## src/rtl/pipeline_hazard_controller_pkg.sv

```systemverilog
// Shared definitions for the pipeline sequencing logic: controller states and
// default register-index width / SRAM wait limit.
package pipeline_hazard_controller_pkg;

  typedef enum logic [1:0] {
    RUN      = 2'd0,
    MEM_WAIT = 2'd1,
    FAULT    = 2'd2
  } state_e;

  localparam int REG_W_DEF       = 4;
  localparam int MEM_TIMEOUT_DEF = 255;

endpackage

```

## src/rtl/pipeline_hazard_controller_hazard_detect.sv

```systemverilog
// Read-after-write hazard detection for the ID-stage instruction against the
// instructions in EXE and MEM. Purely combinational.
module hazard_detect
  import pipeline_hazard_controller_pkg::*;
#(
  parameter int REG_W = REG_W_DEF
) (
  input  logic             i_forward_en,
  input  logic             i_use_src1,
  input  logic             i_two_src,
  input  logic [REG_W-1:0] i_src1,
  input  logic [REG_W-1:0] i_src2,
  input  logic [REG_W-1:0] i_exe_dest,
  input  logic             i_exe_wb_en,
  input  logic             i_exe_mem_read,
  input  logic [REG_W-1:0] i_mem_dest,
  input  logic             i_mem_wb_en,
  output logic             o_hz
);

  logic w_exe_match;
  logic w_mem_match;

  assign w_exe_match = (i_use_src1 & (i_src1 == i_exe_dest)) |
                       (i_two_src  & (i_src2 == i_exe_dest));
  assign w_mem_match = (i_use_src1 & (i_src1 == i_mem_dest)) |
                       (i_two_src  & (i_src2 == i_mem_dest));

  // With forwarding only a load in EXE cannot be bypassed in time.
  assign o_hz = i_forward_en ? (i_exe_mem_read & w_exe_match)
                             : ((i_exe_wb_en & w_exe_match) | (i_mem_wb_en & w_mem_match));

endmodule

```

## src/rtl/pipeline_hazard_controller.sv

```systemverilog
// Pipeline sequencing: IF/ID hold, ID/EX bubbles, branch squash, SRAM-wait
// freeze with timeout fault, and a saturating stall-cycle counter.
module pipeline_hazard_controller
  import pipeline_hazard_controller_pkg::*;
#(
  parameter int MEM_TIMEOUT = MEM_TIMEOUT_DEF,
  parameter int CNT_W       = 16,
  parameter int REG_W       = REG_W_DEF
) (
  input  logic             clk,
  input  logic             rst,
  input  logic             forward_en,
  input  logic             use_src1,
  input  logic             two_src,
  input  logic [REG_W-1:0] src1,
  input  logic [REG_W-1:0] src2,
  input  logic [REG_W-1:0] exe_dest,
  input  logic             exe_wb_en,
  input  logic             exe_mem_read,
  input  logic [REG_W-1:0] mem_dest,
  input  logic             mem_wb_en,
  input  logic             branch_taken,
  input  logic             mem_access_req,
  input  logic             sram_ready,
  output logic             freeze_if_id,
  output logic             flush_if_id,
  output logic             flush_id_ex,
  output logic             freeze_pipe,
  output logic             mem_timeout,
  output logic [CNT_W-1:0] stall_cycles
);

  localparam int              WC_W = $clog2(MEM_TIMEOUT + 1);
  localparam logic [WC_W-1:0] TMO  = WC_W'(MEM_TIMEOUT);

  state_e           r_state;
  logic [WC_W-1:0]  r_wait_cnt;
  logic             r_mem_timeout;
  logic [CNT_W-1:0] r_stall_cnt;

  logic w_hz;
  logic w_id_rules;
  logic w_freeze_if_id;
  logic w_flush_if_id;
  logic w_flush_id_ex;
  logic w_freeze_pipe;

  hazard_detect #(.REG_W(REG_W)) u_hazard_detect (
    .i_forward_en   (forward_en),
    .i_use_src1     (use_src1),
    .i_two_src      (two_src),
    .i_src1         (src1),
    .i_src2         (src2),
    .i_exe_dest     (exe_dest),
    .i_exe_wb_en    (exe_wb_en),
    .i_exe_mem_read (exe_mem_read),
    .i_mem_dest     (mem_dest),
    .i_mem_wb_en    (mem_wb_en),
    .o_hz           (w_hz)
  );

  // w_id_rules: pipeline is moving this cycle, so branch/hazard handling applies.
  always_comb begin
    w_id_rules     = 1'b0;
    w_freeze_if_id = 1'b0;
    w_flush_if_id  = 1'b0;
    w_flush_id_ex  = 1'b0;
    w_freeze_pipe  = 1'b0;
    case (r_state)
      RUN: begin
        if (mem_access_req & ~sram_ready) w_freeze_pipe = 1'b1;
        else                              w_id_rules    = 1'b1;
      end
      MEM_WAIT: begin
        if (~sram_ready) w_freeze_pipe = 1'b1;
        else             w_id_rules    = 1'b1;
      end
      default: w_freeze_pipe = 1'b1;
    endcase
    if (w_id_rules) begin
      if (branch_taken) begin
        w_flush_if_id = 1'b1;
        w_flush_id_ex = 1'b1;
      end else if (w_hz) begin
        w_freeze_if_id = 1'b1;
        w_flush_id_ex  = 1'b1;
      end
    end
  end

  assign freeze_if_id = w_freeze_if_id & ~rst;
  assign flush_if_id  = w_flush_if_id  & ~rst;
  assign flush_id_ex  = w_flush_id_ex  & ~rst;
  assign freeze_pipe  = w_freeze_pipe  & ~rst;
  assign mem_timeout  = r_mem_timeout;
  assign stall_cycles = r_stall_cnt;

  always_ff @(posedge clk or posedge rst) begin
    if (rst) begin
      r_state       <= RUN;
      r_wait_cnt    <= '0;
      r_mem_timeout <= 1'b0;
      r_stall_cnt   <= '0;
    end else begin
      case (r_state)
        RUN: begin
          if (mem_access_req & ~sram_ready) begin
            r_state    <= MEM_WAIT;
            r_wait_cnt <= WC_W'(1);
          end
        end
        MEM_WAIT: begin
          if (sram_ready) begin
            r_state    <= RUN;
            r_wait_cnt <= '0;
          end else if (r_wait_cnt == TMO) begin
            r_state       <= FAULT;
            r_mem_timeout <= 1'b1;
          end else begin
            r_wait_cnt <= r_wait_cnt + WC_W'(1);
          end
        end
        default: r_state <= FAULT;
      endcase
      if ((w_freeze_pipe | w_freeze_if_id) && (r_stall_cnt != '1))
        r_stall_cnt <= r_stall_cnt + CNT_W'(1);
    end
  end

endmodule

```

## config.mk

```make
export PLATFORM = sky130hd
export DESIGN_NAME = pipeline_hazard_controller
export DESIGN_NICKNAME = d
export VERILOG_FILES = /design/src/rtl/pipeline_hazard_controller_pkg.sv /design/src/rtl/pipeline_hazard_controller_hazard_detect.sv /design/src/rtl/pipeline_hazard_controller.sv
export SDC_FILE = /design/constraint.sdc
export NUM_CORES = 1
export LEC_CHECK = 0
export CORE_ASPECT_RATIO = 0.9
export CORE_MARGIN = 2
export CORE_UTILIZATION = 49
export CTS_BUF_LIST = sky130_fd_sc_hd__clkbuf_2 sky130_fd_sc_hd__clkbuf_4 sky130_fd_sc_hd__clkbuf_8
export DETAILED_ROUTE_END_ITERATION = 16
export GPL_ROUTABILITY_DRIVEN = 0
export PLACE_DENSITY = 0.88
export SLEW_MARGIN = 20
export SYNTH_ARGS = -nofsm -noshare
export SYNTH_HDL_FRONTEND = slang
export SYNTH_SLANG_ARGS = --single-unit
```

## constraint.sdc

```tcl
create_clock -name clk -period 2.5 [get_ports clk]
set_clock_uncertainty 0.05 [all_clocks]
set_input_delay 0.5 -clock clk [delete_from_list [all_inputs] [get_ports clk]]
set_output_delay 0.5 -clock clk [all_outputs]
set_load 0.01 [all_outputs]
```

Word-level counts from Yosys, hierarchy flattened
Cells that the tools add are included.
Widths: inputs -> output; s select.
{"block": "totals", "register_bits": 27, "output_inout_bits": 21}
{"block": "classes", "add_sub_neg": 2, "eq_ne": 10, "mux": 22, "n_bitwise": 18, "n_reduce_logical": 6}
{"op": "$mux 8", "count": 3}
{"op": "$add 16x1->16 const B", "count": 1}
{"op": "$eq 4x4->1", "count": 4}
{"op": "$ne 16x16->1 const B", "count": 1}
{"op": "$pmux 8 s2", "count": 1}
{"op": "$and 1x1->1", "count": 12}
{"op": "$mux 1", "count": 12}
{"op": "$add 8x1->8 const B", "count": 1}
{"op": "$eq 8x8->1 const B", "count": 1}
{"op": "$mux 2", "count": 3}
{"op": "$ne 3x3->1 const B", "count": 2}
{"op": "$reduce_and 3->1", "count": 2}
{"op": "$or 1x1->1", "count": 4}
{"op": "$pmux 1 s2", "count": 2}
{"op": "$pmux 2 s2", "count": 1}
{"op": "$eq 2x1->1 const B", "count": 1}
{"op": "$logic_not 2->1", "count": 1}
{"op": "$ne 2x2->1 const B", "count": 1}
{"op": "$not 1->1", "count": 2}
{"op": "$reduce_and 2->1", "count": 1}
{"op": "$reduce_bool 2->1", "count": 1}
{"op": "$logic_and 1x1->1", "count": 1}

Longest topological paths before layout
Gate-level depths: netlist (run 1).
{"block": "logic_depth", "depth_word": 11, "ltp_mapped": 7, "ltp_nobuf": 7}

Hierarchy
Synthesis (run 1) repeated with hierarchy kept, for this count alone.
{"block": "unflattened", "cells_unflattened": 176, "hier_area_um2": 1711.6}
{"mod": "pipeline_hazard_controller", "n_inst": 1, "cells_each": 149, "area_per_inst_um2": 1493.9}
{"mod": "hazard_detect", "n_inst": 1, "cells_each": 27, "area_per_inst_um2": 217.7}

Worst setup path before layout (run 1)
Ideal clock, no wire load.
{"block": "synth_timing", "path_kind": "input-to-output", "from": "input port exe_dest[1]", "to": "output port freeze_if_id", "arrival_time_ns": 1.646, "setup_slack_ns": 0.304, "path_stages": 6, "path_cell_list": "xor2_1 -> nor4_1 -> nand3_1 -> a41oi_2 -> buf_6 -> and3_1"}
{"block": "synth_between", "elab_chain_len": 10}
{"item": "start, declared", "line": "pipeline_hazard_controller.sv:17", "rtl": "input logic [REG_W-1:0] exe_dest,"}
{"item": "$eq 4x4->1, on equally long branches", "line": "pipeline_hazard_controller_hazard_detect.sv:24, pipeline_hazard_controller_hazard_detect.sv:25"}
{"item": "$and 1x1->1, on equally long branches", "line": "pipeline_hazard_controller_hazard_detect.sv:24, pipeline_hazard_controller_hazard_detect.sv:25"}
{"item": "$or 1x1->1 (*)", "line": "pipeline_hazard_controller_hazard_detect.sv:24", "rtl": "assign w_exe_match = (i_use_src1 & (i_src1 == i_exe_dest)) |"}
{"item": "$and 1x1->1", "line": "pipeline_hazard_controller_hazard_detect.sv:31", "rtl": ": ((i_exe_wb_en & w_exe_match) | (i_mem_wb_en & w_mem_match));"}
{"item": "$or 1x1->1", "line": "pipeline_hazard_controller_hazard_detect.sv:31"}
{"item": "$mux 1 (*)", "line": "pipeline_hazard_controller_hazard_detect.sv:30", "rtl": "assign o_hz = i_forward_en ? (i_exe_mem_read & w_exe_match)"}
{"item": "$mux 1 (*)", "line": "pipeline_hazard_controller.sv:84", "rtl": "end else if (w_hz) begin"}
{"item": "$mux 1 (*)", "line": "pipeline_hazard_controller.sv:81", "rtl": "if (branch_taken) begin"}
{"item": "$mux 1 (*)", "line": "pipeline_hazard_controller.sv:80", "rtl": "if (w_id_rules) begin"}
{"item": "$and 1x1->1 (*)", "line": "pipeline_hazard_controller.sv:91", "rtl": "assign freeze_if_id = w_freeze_if_id & ~rst;"}
{"item": "end, declared", "line": "pipeline_hazard_controller.sv:25", "rtl": "output logic freeze_if_id,"}
Mark *: on every way between the ends. The rest lies on a longest branch, timed or not.

Final worst setup path (run 1)
{"block": "layout_timing", "from": "input port src2[1]", "to": "output port flush_id_ex"}
{"block": "layout_between", "elab_chain_len": 10}
{"item": "start, declared", "line": "pipeline_hazard_controller.sv:16", "rtl": "input logic [REG_W-1:0] src2,"}
{"item": "$eq 4x4->1, on equally long branches", "line": "pipeline_hazard_controller_hazard_detect.sv:25, pipeline_hazard_controller_hazard_detect.sv:27"}
{"item": "$and 1x1->1, on equally long branches", "line": "pipeline_hazard_controller_hazard_detect.sv:25, pipeline_hazard_controller_hazard_detect.sv:27"}
{"item": "$or 1x1->1, on equally long branches", "line": "pipeline_hazard_controller_hazard_detect.sv:24, pipeline_hazard_controller_hazard_detect.sv:26"}
{"item": "$and 1x1->1", "line": "pipeline_hazard_controller_hazard_detect.sv:31"}
{"item": "$or 1x1->1", "line": "pipeline_hazard_controller_hazard_detect.sv:31"}
{"item": "$mux 1 (*)", "line": "pipeline_hazard_controller_hazard_detect.sv:30"}
{"item": "$mux 1 (*)", "line": "pipeline_hazard_controller.sv:84"}
{"item": "$mux 1 (*)", "line": "pipeline_hazard_controller.sv:81"}
{"item": "$mux 1 (*)", "line": "pipeline_hazard_controller.sv:80"}
{"item": "$and 1x1->1 (*)", "line": "pipeline_hazard_controller.sv:93", "rtl": "assign flush_id_ex = w_flush_id_ex & ~rst;"}
{"item": "end, declared", "line": "pipeline_hazard_controller.sv:27", "rtl": "output logic flush_id_ex,"}
Marks and branches as above.

==> run_results.csv, run 1 <==
group,metric,value,unit
global_route,grt_use_total,21.6,%
global_route,grt-ovfl-total,0,
logic_synthesis,synth_edf_count,0,
critical_path,r2r_start,"r_wait_cnt[0]",
cells_and_area,layout_commonest_cell,"dfrtp_1",
clock_network,clk_pin_slew,0.10,ns
logic_synthesis,ys_ff_latch,27,
placed_design,place_hpwl,3010,um
cells_and_area,insertedDiodeCount,0,
critical_path,end_kind,"primary output",
cells_and_area,design_area,2310,um2
cells_and_area,drive_gt1_share,12.3,%
floorplanning,core-area,3330,um2
cells_and_area,layout_common_cells,"dfrtp_1 (27), clkdlybuf4s50_1 (26), xnor2_1 (18)",
clock_network,h-tree-depth,1,
detailed_routing,via_per_inst,5.44,
hold_path,hp-class,"reg2reg",
detailed_routing,vias,1523,
floorplanning,die_w,65.5,um
placed_design,portBuffers,47,
logic_synthesis,synth_top_area_share,40.5,%
placed_design,dp_slack,-0.682,ns
clock_network,clkSinkCount,27,
sta,hold_violations,0,
global_route,antenna_found_initial,0,
critical_path,r2r_end,"r_wait_cnt[6]",
logic_synthesis,avgSynthCellArea,9.48,um2
logic_synthesis,yosysTopAreaCell,"dfrtp_1",
global_route,grt_max_degree,28,
detailed_routing,routed_wl,3870,um
detailed_routing,drc,0,
detailed_routing,drt_iter0_drc,81,
detailed_routing,wl_per_cell,13.8,um
pwr,ir_worst_vdd,448,uV
sta,rsz0062_at_grt,"false",
cells_and_area,final_cells,280,
critical_path,cp_slowest_cell,"nor4_1",
logic_synthesis,ys_types,36,
sta,relSlewSlack,66.4,%
global_route,grt_pass1_vias,1450,
critical_path,crit_fanout,2,
placed_design,dpl_cell_area,2270,um2
critical_path,cp-endpoint,"flush_id_ex",
floorplanning,io_pins,48,
cells_and_area,nFillCells,263,
floorplanning,row_count,20,
sta,tightest_slew,0.501,ns
clock_network,cts_tree,"done",
clock_network,root_buffer,"clkbuf_8",
cells_and_area,nets,266,
sta,fin_crit_sh,97.5,%
floorplanning,start_util,50.1,%
sta,slew_violations,0,
critical_path,ff2ff_setup_slack,0.29,ns
critical_path,rr_worst_depth,7,
critical_path,crit_path_cell_trace,"dlygate4sd2_1 -> xor2_1 -> nor4_1 -> nand3_1 -> and4_4 -> a211oi_2 -> buf_2",
critical_path,worstPathArrival,1.89,ns
logic_synthesis,ys.flop_type,"dfrtp_1",
logic_synthesis,ys_seq_area_share,40.5,%
detailed_routing,antenna_left,0,
critical_path,slowest_delay,0.28,ns
clock_network,cts_buffers,3,
detailed_routing,drt-pass1-iter-count,4,
status,status,"completed",
sta,fin_crit,2.44,ns
critical_path,cp.required,1.95,ns
cells_and_area,area_growth,38.5,%
logic_synthesis,synthesis.area,1670,um2
critical_path,cp-startpoint,"src2[1]",
sta,max_freq,410,MHz
global_route,grt_pass1_wl,6480,um
logic_synthesis,synth_nets,205,
clock_network,ctsHoldBuffers,0,
sta,fin_ws,0.0633,ns
logic_synthesis,ys_warn_count,0,
critical_path,start_kind,"input port",
floorplanning,die_h,59.3,um
sta,whs,0.425,ns
job,cap_violations,0,
clock_network,clock_latency,0.28,ns
placed_design,dp_cells,275,
pwr,p_leak,1.08,nW
logic_synthesis,synthArstFlopShare,100,%
logic_synthesis,synth_cells,176,
critical_path,crit_type,"in2out",
logic_synthesis,synth.area.top_cells,"dfrtp_1 (41%), xnor2_1 (9.5%), xor2_1 (6.3%)",
pwr,p_per_area,498,nW/um2
sta,setup_viol,0,
clock_network,cts_buffer_depth,2,
floorplanning,die_area,3890,um2
==> through the flow <==
stage | util [%] | setup TNS, ns | total power [W]
finish | 69.4 | 0 | 0.00115
global route | 69.4 | 0 | 0.00121
CTS | 68.9 | -0.0580 | 0.00116
detailed placement | 68.1 | -1.57 | 0.000911
global placement | 68.1 | -1.31 | 0.000898
floorplan | - | 0 | 0.000710
==> cells in the mapped netlist (all sizes together) (2+ instances only) <==
master / count
a211oi: 2
a21o: 5
a21oi: 3
a22o: 3
and2: 3
and3: 13
and4: 2
buf: 2
clkbuf: 4
dfrtp: 27
ha: 2
inv: 9
mux2: 2
mux2i: 2
nand2: 6
nand3: 7
nand4: 4
nor2: 12
nor3: 6
nor4: 2
o2111ai: 3
o211ai: 7
o21ai: 12
or3: 2
xnor2: 18
xor2: 12
==> layout make-up <==
cell class | count | area (um2) | area share (%)
clock buffers | 3 | 41.3 | 1.79
well taps | 44 | 55.1 | 2.38
repair buffers | 62 | 562 | 24.3
inverters | 9 | 33.8 | 1.46
clock inverters | 1 | 7.51 | 0.325
multi-input cells | 134 | 935 | 40.5
flip-flops and latches | 27 | 676 | 29.3
==> worst min path at each step <==
stage,start,end,slack (ns),cells after the start
6_report,mem_timeout,mem_timeout,0.43,1
5_1_grt,mem_timeout,mem_timeout,0.45,1
4_1_cts,mem_timeout,mem_timeout,0.43,1
2_1_floorplan,r_state[0],r_state[0],0.41,1
3_3_place_gp,mem_timeout,mem_timeout,0.39,1
3_5_place_dp,mem_timeout,mem_timeout,0.41,1
==> report_power, final <==
group          internal [W]  leakage [nW]  switching, W
Clock              0.000113        0.0217      0.000143
Combinational      0.000200         0.710      0.000146
Sequential         0.000487         0.353     0.0000607
==> registers in the layout, summed over array words and instances (netlist names) <==
name / flops
r_state: 2
mem_timeout: 1
r_wait_cnt: 8
stall_cycles: 16
==> what timing repair did <==
| action | CTS | global route |
|---|---|---|
| gates resized for setup | 27 | 6 |
| endpoints found under the setup margin | 4 | 2 |
| cloned | 0 | 0 |
| setup buffers | 0 | 1 |
| pin swaps | 10 | 9 |
==> metal layers <==
layer	track usage (%)	routed length, um
met5	0	0
met4	3.57	27
met2	38.5	1930
met1	27.3	1730
met3	5.13	187
==> worst max-delay path: cells and delay by family <==
family / cells / cell delay, ns
and+or+nand+nor: 3 / 0.65
buffers and inverters: 2 / 0.42
AOI/OAI and AO/OA: 1 / 0.17
xor gates and xnor gates: 1 / 0.14
==> cell families after synthesis <==
group / share of synthesized area [%]
and+or+nand+nor: 18.8
DFF: 40.5
muxes: 2.55
adders and majority gates: 1.50
xor gates and xnor gates: 15.8
buffers and inverters: 3.90
AOI/OAI and AO/OA: 17.0
Note: power is estimated with default switching activity, not from simulation.
==> inputs of run 2 (changes only) <==
- SKIP_CTS_REPAIR_TIMING: not set -> 1
==> run 2 against run 1 <==
  * Register-to-register slack is essentially flat
  * Non-clock buffer count is 1 lower
  * Count of clock-buffer cells in the layout is the same
  * Cell count fell by 0.36%
  * Critical endpoint unchanged
  * Largest cell class unchanged
==> run_results.csv, run 2 (synthesized netlist as in run 1, its figures left out) <==
group,metric,value,unit
detailed_routing,antenna_left,0,
clock_network,cts_tree,"done",
cells_and_area,design_area,2390,um2
clock_network,root_buffer,"clkbuf_8",
floorplanning,row_count,20,
global_route,use_met1,27.0,%
global_route,grt-busiest-layer,"met2",
clock_network,cts_buffers,3,
sta,rsz0062_at_grt,"false",
floorplanning,io_pins,48,
cells_and_area,layout_commonest_cell,"dfrtp_1",
clock_network,h-tree-depth,1,
global_route,grt-ovfl-total,0,
global_route,grt_util_met3,5.13,%
floorplanning,start_util,50.1,%
floorplanning,die_area,3890,um2
detailed_routing,drc,0,
status,status,"completed",
detailed_routing,drt-pass1-iter-count,4,
sta,hold_violations,0,
critical_path,worstPathArrival,1.89,ns
sta,fin_crit_sh,97.6,%
sta,fin_tns_setup,0,ns
cells_and_area,final_cells,279,
pwr,p_leak,1.24,nW
sta,setup_viol,0,
sta,relSlewSlack,66.4,%
sta,slew_violations,0,
detailed_routing,wl_per_cell,14.2,um
placed_design,place_hpwl,3010,um
placed_design,dp_slack,-0.682,ns
clock_network,cts_buffer_depth,2,
sta,fin_ws,0.0610,ns
placed_design,dpl_cell_area,2270,um2
placed_design,portBuffers,47,
critical_path,cp.required,1.95,ns
global_route,grt_pass1_vias,1458,
pwr,p_per_area,485,nW/um2
critical_path,rr_worst_depth,7,
floorplanning,core-area,3330,um2
detailed_routing,drt_iter0_drc,111,
global_route,grt_pass1_wl,6460,um
floorplanning,die_h,59.3,um
clock_network,clk_pin_slew,0.10,ns
global_route,grt_max_degree,28,
global_route,grt_use_total,21.6,%
global_route,antenna_found_initial,0,
critical_path,crit_fanout,2,
critical_path,end_kind,"primary output",
detailed_routing,routed_wl,3960,um
global_route,use_met2,38.3,%
floorplanning,die_w,65.5,um
pwr,ir_worst_vdd,448,uV
cells_and_area,drive_gt1_share,13.2,%
sta,max_freq,410,MHz
detailed_routing,via_per_inst,5.51,
cells_and_area,nets,265,
cells_and_area,largest_reg_flops,16,
placed_design,dp_cells,275,
cells_and_area,area_growth,43.1,%
job,cap_violations,0,
clock_network,clock_latency,0.28,ns
cells_and_area,layout_common_cells,"dfrtp_1 (27), clkdlybuf4s50_1 (25), dlymetal6s2s_1 (20)",
sta,tightest_slew,0.501,ns
cells_and_area,insertedDiodeCount,0,
clock_network,clkSinkCount,27,
detailed_routing,vias,1537,
cells_and_area,nFillCells,235,
critical_path,crit_type,"in2out",
hold_path,hold_depth,1,
hold_path,hp-class,"reg2reg",
sta,fin_crit,2.44,ns
critical_path,start_kind,"input port",
==> run 2: metrics by stage <==
step	utilization, %	total power, W	hold WS, ns
2_1_floorplan	-	0.000710	0.409
3_5_place_dp	68.1	0.000911	0.409
3_3_place_gp	68.1	0.000898	0.390
5_1_grt	71.7	0.00122	0.451
6_report	71.7	0.00116	0.425
4_1_cts	69.6	0.00117	0.432
==> run 2: final timing paths <==
check / start / endpoint / slack [ns]
worst min register to register: mem_timeout / mem_timeout / 0.42
max in group asynchronous: rst / stall_cycles[10] / 1.46
worst max-delay path: src1[2] / flush_id_ex / 0.06
min in group asynchronous: rst / r_state[1] / 0.67
worst min-delay path: mem_timeout / mem_timeout / 0.42
worst max register to register: r_wait_cnt[0] / r_wait_cnt[6] / 0.29
==> run 2: cell type report <==
type / count / area (um2) / area share, %
Clock buffer: 3 / 41.3 / 1.73
Tap cell: 44 / 55.1 / 2.31
Inverter: 9 / 33.8 / 1.42
Clock inverter: 1 / 7.51 / 0.314
Multi-Input combinational cell: 134 / 952 / 39.9
Timing Repair Buffer: 61 / 622 / 26.0
Sequential cell: 27 / 676 / 28.3
==> run 2: worst max-delay path, stage by stage <==
cell and delay, ns:
clkdlybuf4s50_1 0.51, xnor2_1 0.14, nand4_1 0.16, and4_4 0.21, a211oi_2 0.20, buf_2 0.16
==> run 2: power breakdown <==
part	total, W	switching, W	internal [W]
Combinational	0.000354	0.000148	0.000206
Clock	0.000257	0.000144	0.000113
Sequential	0.000548	0.0000608	0.000487
Total	0.00116	0.000352	0.000806
==> run 2: routing by layer <==
layer  share of wire [%]  wire, um
met1                  44      1750
met2                  50      1970
met3                 4.8       191
met4                 1.3        52
met5                   0         0
